==> src/rtl/instr_queue_pkg.sv <==
// Shared front-end constants and fetch-queue FSM state type.
package instr_queue_pkg;

  localparam int unsigned PcLength    = 32;
  localparam int unsigned InstrLength = 32;
  localparam logic [31:0] Zero        = '0;

  typedef enum logic [1:0] {
    IQ_IDLE = 2'd0,
    IQ_WAIT = 2'd1,
    IQ_DROP = 2'd2
  } iq_state_e;

endpackage

==> src/rtl/iq_fifo.sv <==
// Circular buffer of {pc, instr} entries with push, pop, flush and show-ahead head read.
module iq_fifo
  import instr_queue_pkg::*;
#(
  parameter int unsigned DepthLog = 4
) (
  input  logic                   clk,
  input  logic                   rst,
  input  logic                   i_push,
  input  logic                   i_pop,
  input  logic                   i_flush,
  input  logic [PcLength-1:0]    i_pc,
  input  logic [InstrLength-1:0] i_instr,
  output logic [PcLength-1:0]    o_pc,
  output logic [InstrLength-1:0] o_instr,
  output logic [DepthLog:0]      o_count,
  output logic                   o_full,
  output logic                   o_empty
);

  localparam int unsigned Depth = 1 << DepthLog;

  logic [PcLength-1:0]    r_pc_mem    [Depth];
  logic [InstrLength-1:0] r_instr_mem [Depth];
  logic [DepthLog-1:0]    r_head;
  logic [DepthLog-1:0]    r_tail;
  logic [DepthLog:0]      r_count;
  logic                   w_push;
  logic                   w_pop;

  assign o_full  = (r_count == (DepthLog+1)'(Depth));
  assign o_empty = (r_count == '0);
  assign o_count = r_count;
  assign o_pc    = r_pc_mem[r_head];
  assign o_instr = r_instr_mem[r_head];

  assign w_push = i_push && !o_full && !i_flush;
  assign w_pop  = i_pop && !o_empty && !i_flush;

  always_ff @(posedge clk or posedge rst) begin
    if (rst) begin
      r_head  <= '0;
      r_tail  <= '0;
      r_count <= '0;
    end else if (i_flush) begin
      r_head  <= '0;
      r_tail  <= '0;
      r_count <= '0;
    end else begin
      if (w_push) r_tail <= r_tail + DepthLog'(1);
      if (w_pop)  r_head <= r_head + DepthLog'(1);
      if (w_push && !w_pop)      r_count <= r_count + (DepthLog+1)'(1);
      else if (w_pop && !w_push) r_count <= r_count - (DepthLog+1)'(1);
    end
  end

  always_ff @(posedge clk) begin
    if (w_push) begin
      r_pc_mem[r_tail]    <= i_pc;
      r_instr_mem[r_tail] <= i_instr;
    end
  end

endmodule

==> src/rtl/instr_queue.sv <==
// Instruction fetch queue: sequential fetch FSM, redirect handling and decoder head port.
// Optional same-cycle empty-queue bypass enabled by INSTR_QUEUE_BYPASS_EN.
module instr_queue
  import instr_queue_pkg::*;
#(
  parameter int unsigned QueueDepthLog = 4,
  parameter logic [31:0] ResetPc       = 32'h0
) (
  input  logic        clk,
  input  logic        rst,
  input  logic        pop_from_dc,
  input  logic        jump_from_rob,
  input  logic [31:0] target_pc_from_rob,
  input  logic [31:0] instr_from_mem,
  input  logic        valid_from_mem,
  output logic        req_to_mem,
  output logic [31:0] addr_to_mem,
  output logic        is_empty_to_dc,
  output logic [31:0] pc_to_dc,
  output logic [31:0] instr_to_dc
);

  iq_state_e              r_state;
  iq_state_e              w_state_nxt;
  logic [PcLength-1:0]    r_fetch_pc;
  logic [PcLength-1:0]    w_fetch_pc_nxt;
  logic [PcLength-1:0]    r_addr;
  logic                   w_latch_addr;
  logic                   w_push;
  logic                   w_bypass;
  logic [PcLength-1:0]    w_head_pc;
  logic [InstrLength-1:0] w_head_instr;
  logic [QueueDepthLog:0] w_count;
  logic                   w_full;
  logic                   w_empty;

`ifdef INSTR_QUEUE_BYPASS_EN
  assign w_bypass = w_empty && (r_state == IQ_WAIT) && valid_from_mem && !jump_from_rob;
`else
  assign w_bypass = 1'b0;
`endif

  always_comb begin
    w_state_nxt    = r_state;
    w_fetch_pc_nxt = r_fetch_pc;
    w_latch_addr   = 1'b0;
    w_push         = 1'b0;
    case (r_state)
      IQ_IDLE: begin
        if (!jump_from_rob && !w_full) begin
          w_state_nxt  = IQ_WAIT;
          w_latch_addr = 1'b1;
        end
      end
      IQ_WAIT: begin
        if (jump_from_rob) begin
          w_state_nxt = valid_from_mem ? IQ_IDLE : IQ_DROP;
        end else if (valid_from_mem) begin
          w_state_nxt    = IQ_IDLE;
          // A bypassed word popped in the same cycle never enters storage.
          w_push         = !(w_bypass && pop_from_dc);
          w_fetch_pc_nxt = r_fetch_pc + 32'd4;
        end
      end
      IQ_DROP: begin
        if (valid_from_mem) w_state_nxt = IQ_IDLE;
      end
      default: w_state_nxt = IQ_IDLE;
    endcase
    if (jump_from_rob) w_fetch_pc_nxt = target_pc_from_rob;
  end

  always_ff @(posedge clk or posedge rst) begin
    if (rst) begin
      r_state    <= IQ_IDLE;
      r_fetch_pc <= ResetPc;
      r_addr     <= '0;
    end else begin
      r_state    <= w_state_nxt;
      r_fetch_pc <= w_fetch_pc_nxt;
      if (w_latch_addr) r_addr <= r_fetch_pc;
    end
  end

  iq_fifo #(
    .DepthLog (QueueDepthLog)
  ) u_fifo (
    .clk     (clk),
    .rst     (rst),
    .i_push  (w_push),
    .i_pop   (pop_from_dc),
    .i_flush (jump_from_rob),
    .i_pc    (r_fetch_pc),
    .i_instr (instr_from_mem),
    .o_pc    (w_head_pc),
    .o_instr (w_head_instr),
    .o_count (w_count),
    .o_full  (w_full),
    .o_empty (w_empty)
  );

  assign req_to_mem     = (r_state == IQ_WAIT);
  assign addr_to_mem    = r_addr;
  assign is_empty_to_dc = w_empty && !w_bypass;
  assign pc_to_dc       = w_bypass ? r_fetch_pc     : (w_empty ? Zero : w_head_pc);
  assign instr_to_dc    = w_bypass ? instr_from_mem : (w_empty ? Zero : w_head_instr);

endmodule

==> config.mk <==
export PLATFORM = sky130hd
export DESIGN_NAME = instr_queue
export DESIGN_NICKNAME = d
export VERILOG_FILES = /design/src/rtl/instr_queue_pkg.sv /design/src/rtl/iq_fifo.sv /design/src/rtl/instr_queue.sv
export SDC_FILE = /design/constraint.sdc
export NUM_CORES = 1
export LEC_CHECK = 0
export CAP_MARGIN = 20
export CELL_PAD_IN_SITES_DETAIL_PLACEMENT = 1
export CELL_PAD_IN_SITES_GLOBAL_PLACEMENT = 2
export CORE_MARGIN = 2
export CORE_UTILIZATION = 49
export DETAILED_ROUTE_END_ITERATION = 10
export PLACE_DENSITY_LB_ADDON = 0.1
export SETUP_SLACK_MARGIN = 0.15
export SLEW_MARGIN = 40
export SYNTH_ARGS = -nofsm -noshare
export SYNTH_HDL_FRONTEND = slang
export SYNTH_SLANG_ARGS = --single-unit
export TNS_END_PERCENT = 10
==> constraint.sdc <==
create_clock -name clk -period 4.6 [get_ports clk]
set_input_delay 0.92 -clock clk [delete_from_list [all_inputs] [get_ports clk]]
set_output_delay 0.92 -clock clk [all_outputs]
set_load 0.02 [all_outputs]
==> results_dict.tcl <==
set metrics [dict create \
    syn-num-nets 1939 \
    critPathLaunchType "flop" \
    ios 167 \
    worstMarginPinSlew_ns 0.8583 \
    crit_path_start "u_fifo.r_head[0]$_DFFE_PP0P_" \
    dp_slack_ns 0.7441 \
    cts_tree "built" \
    fill_cells 7169 \
    max_stage_delay_ns 0.60 \
    ant_nets 0 \
    ys_seq_area_share_pct 76.48 \
    final_area_sq_mm 0.05012 \
    holdCritStartpoint "addr_to_mem[1]$_DFFE_PP0P_" \
    dpl.hpwl_um 55940 \
    rows 108 \
    synth_seq_cells 1103 \
    synth_compound_area_share_pct 0.6637 \
    maxSlewHeadroom_pct 42.78 \
    via_per_inst 5.940 \
    yosysUniqueCellTypes 45 \
    instances_no_fill 3368 \
    place_congestion 0.7849 \
    port_buffers 166 \
    cts.htree.levels 3 \
    grt_use_met1_pct 33.32 \
    cts_buffer_depth 3 \
    cp_max_fo 24 \
    wl_per_cell_um 29.93 \
    slew_violations 0 \
    finalSetupTns_ns 0 \
    status "completed" \
    dieHeight_um 299.5 \
    syn2layout_area_growth_pct 17.12 \
    rsz0062_at_grt "true" \
    worstHoldPathType "flop to flop" \
    use_met2_pct 37.31 \
    fin_util_pct 57.86 \
    drtIter0Drc 1682 \
    rr_startpoint "u_fifo.o_count[0]$_DFFE_PP0P_" \
    synth_simple_gate_area_share_pct 2.655 \
    yosysWarnings 0 \
    cts-root-buf "clkbuf_16" \
    syn_avg_cell_area_sq_um 23.02 \
    synthXorXnorAreaFrac_pct 0.7163 \
    critPathRequiredTime_ns 3.68 \
    drcViolationCount 0 \
    dp.cells 3155 \
    routed_wirelength_um 100800 \
    layout-drive-gt1-share_pct 26.75 \
    clk_pin_slew_ns 0.06 \
    p_leak_nw 15.62 \
    grt_usage_pct 23.03 \
    die_x_um 299.5 \
    firstDrtPassIters 5 \
    fin_skew_ns 0.01549 \
    fin_nets 2198 \
    busiest_layer "met2" \
    vdd_drop_max_mv 0.3025 \
    crit_chain "buf_16 > buf_12 > mux4_2 > mux4_2 > nor2b_1 > clkdlybuf4s50_1" \
    crit_path_frequent_cell "mux4_2" \
    fin_crit_ns 4.438 \
    clk-insertion-delay-late_ns 0.67 \
    ys_async_sr_fraction_pct 7.162 \
    synth_adder_area_share_pct 0.3392 \
    synth_ff_type "edfxtp_1" \
    antenna_cells 0 \
    fin_ws_ns 0.1624 \
    cp-end-kind "primary output" \
    grt_start_max_net_pins 74 \
    grt_pass1_wl_um 150000 \
    cts_made_buffers 113 \
    synth_area_sq_mm 0.04279 \
    die-area_sq_mm 0.08971 \
    clock_sinks 1103 \
    arrival_ns 3.52 \
    hold_violations 0 \
    num_vias 20005 \
    synth_edf_count 1024 \
    critical_path_class "flop to primary output" \
    gr-total-overflow 0 \
    drv_cap 0 \
    synth_top_family_by_area "multiplexers" \
    gr-usage-met3_pct 3.675 \
    syn_inst 1859 \
    fin_crit_sh_pct 96.47 \
    synthMuxAreaShare_pct 17.94 \
    crit_slowest_cell "clkdlybuf4s50_1" \
    place_area_sq_mm 0.04655 \
    setup-violations-final 0 \
    start_util_pct 49.40 \
    max_freq_ghz 0.2253 \
    grt_antenna_before_repair 6 \
    power_density_mw_per_mm2 514.1 \
    core_sq_mm 0.08662 \
    first_global_vias 22035 \
    reg2reg_slack_ns 1.31 \
]
[stage by stage]
stage | power [mW] | hold WS (ns)
4_1_cts | 26.05 | 0.4869
3_5_place_dp | 17.36 | 0.4738
6_report | 25.77 | 0.4838
2_1_floorplan | 15.13 | 0.5368
5_1_grt | 26.72 | 0.5099
3_3_place_gp | 17.30 | 0.4702
[routing by layer]
| metal | wire [um] | up-vias |
|---|---|---|
| met2 | 49950 | 614 |
| met4 | 1904 | 2 |
| met1 | 43290 | 10898 |
| met3 | 5651 | 142 |
| met5 | 7 | - |
| li1 | - | 8349 |
[final timing paths]
check,end,depth (start not counted)
max,instr_to_dc[21],6
min,addr_to_mem[1]$_DFFE_PP0P_,1
max reg2reg,u_fifo.o_count[4]$_DFFE_PP0P_,8
min reg2reg,addr_to_mem[1]$_DFFE_PP0P_,1
max in group asynchronous,u_fifo.r_head[1]$_DFFE_PP0P_,3
min in group asynchronous,addr_to_mem[19]$_DFFE_PP0P_,2
[registers in the layout, indices dropped and copies added (netlist names)]
name,count
u_fifo.o_count,5
addr_to_mem,32
r_fetch_pc,32
u_fifo.r_head,4
u_fifo.r_tail,4
u_fifo.r_pc_mem,512
u_fifo.r_instr_mem,512
r_state,2
[timing repair]
item	in CTS	in global routing
endpoints found under the hold margin	0	0
hold buffers	0	0
resized for setup	4	3
endpoints found under the setup margin	42	59
buffers inserted	2	1
[placed cells by master, fill, tap and decap left out, types with 19 or more instances in the layout]
| cell type | Yosys | final |
|---|---|---|
| buf_12 | 0 | 41 |
| buf_4 | 20 | 30 |
| clkbuf_1 | 47 | 19 |
| clkbuf_16 | 0 | 117 |
| clkdlybuf4s50_1 | 0 | 163 |
| clkinv_1 | 0 | 38 |
| clkinv_2 | 0 | 22 |
| dfrtp_1 | 79 | 73 |
| edfxtp_1 | 1024 | 1024 |
| mux2_1 | 29 | 29 |
| mux4_2 | 320 | 320 |
| nand2_1 | 41 | 41 |
| nor2b_1 | 66 | 66 |
| o21ai_0 | 19 | 19 |
| xnor2_1 | 21 | 21 |
[layout make-up]
class                   count  area (sq um)  area share (%)
flip-flops and latches   1103         32740           65.33
multi-input cells         653          9614           19.18
clock buffers             136          2999           5.984
repair buffers            242          2795           5.577
well taps                1155          1445           2.883
clock inverters            74         501.7           1.001
inverters                   5         20.02         0.03994
[critical path, delay by kind of cell, from the launching register on]
kind / cells / cell delay [ns]
multiplexers: 2 / 1.01
AND/OR/NAND/NOR: 1 / 0.20
flip-flops: 1 / 0.54
buffers and inverters: 3 / 1.04
[Yosys cell counts (10+ instances only)]
| library cell | instances | area share (%) |
|---|---|---|
| edfxtp_1 | 1024 | 72 |
| mux4_2 | 320 | 17 |
| dfrtp_1 | 79 | 4.6 |
| nor2b_1 | 66 | 0.96 |
| clkbuf_1 | 47 | 0.41 |
| nand2_1 | 41 | 0.36 |
| mux2_1 | 29 | 0.76 |
| xnor2_1 | 21 | 0.43 |
| buf_4 | 20 | 0.35 |
| o21ai_0 | 19 | 0.22 |
| and2_1 | 15 | 0.22 |
| buf_2 | 15 | 0.18 |
| xor2_1 | 14 | 0.29 |
| and4_1 | 13 | 0.27 |
| nand3_1 | 13 | 0.15 |
| nor2_1 | 13 | 0.11 |
| buf_1 | 11 | 0.096 |
| mux2_2 | 11 | 0.29 |
| o21ai_1 | 11 | 0.13 |
| ha_1 | 10 | 0.29 |
| nand4_1 | 10 | 0.15 |
| nor4_1 | 10 | 0.15 |
[kinds of logic (layout without fill, tap and decap cells)]
logic type / after synthesis / in the layout
and+or+nand+nor: 199 / 199
buffers and inverters: 103 / 457
AOI/OAI and AO/OA: 46 / 46
adders and majority gates: 11 / 11
xor gates and xnor gates: 35 / 35
DFF: 1103 / 1103
muxes: 362 / 362
[power breakdown]
| part | internal [mW] | switching, mW |
|---|---|---|
| logic | 2.76 | 2.67 |
| clock network | 4.95 | 3.73 |
| registers | 11.3 | 0.348 |
| total | 19.0 | 6.75 |
(Power assumes the default switching activity.)
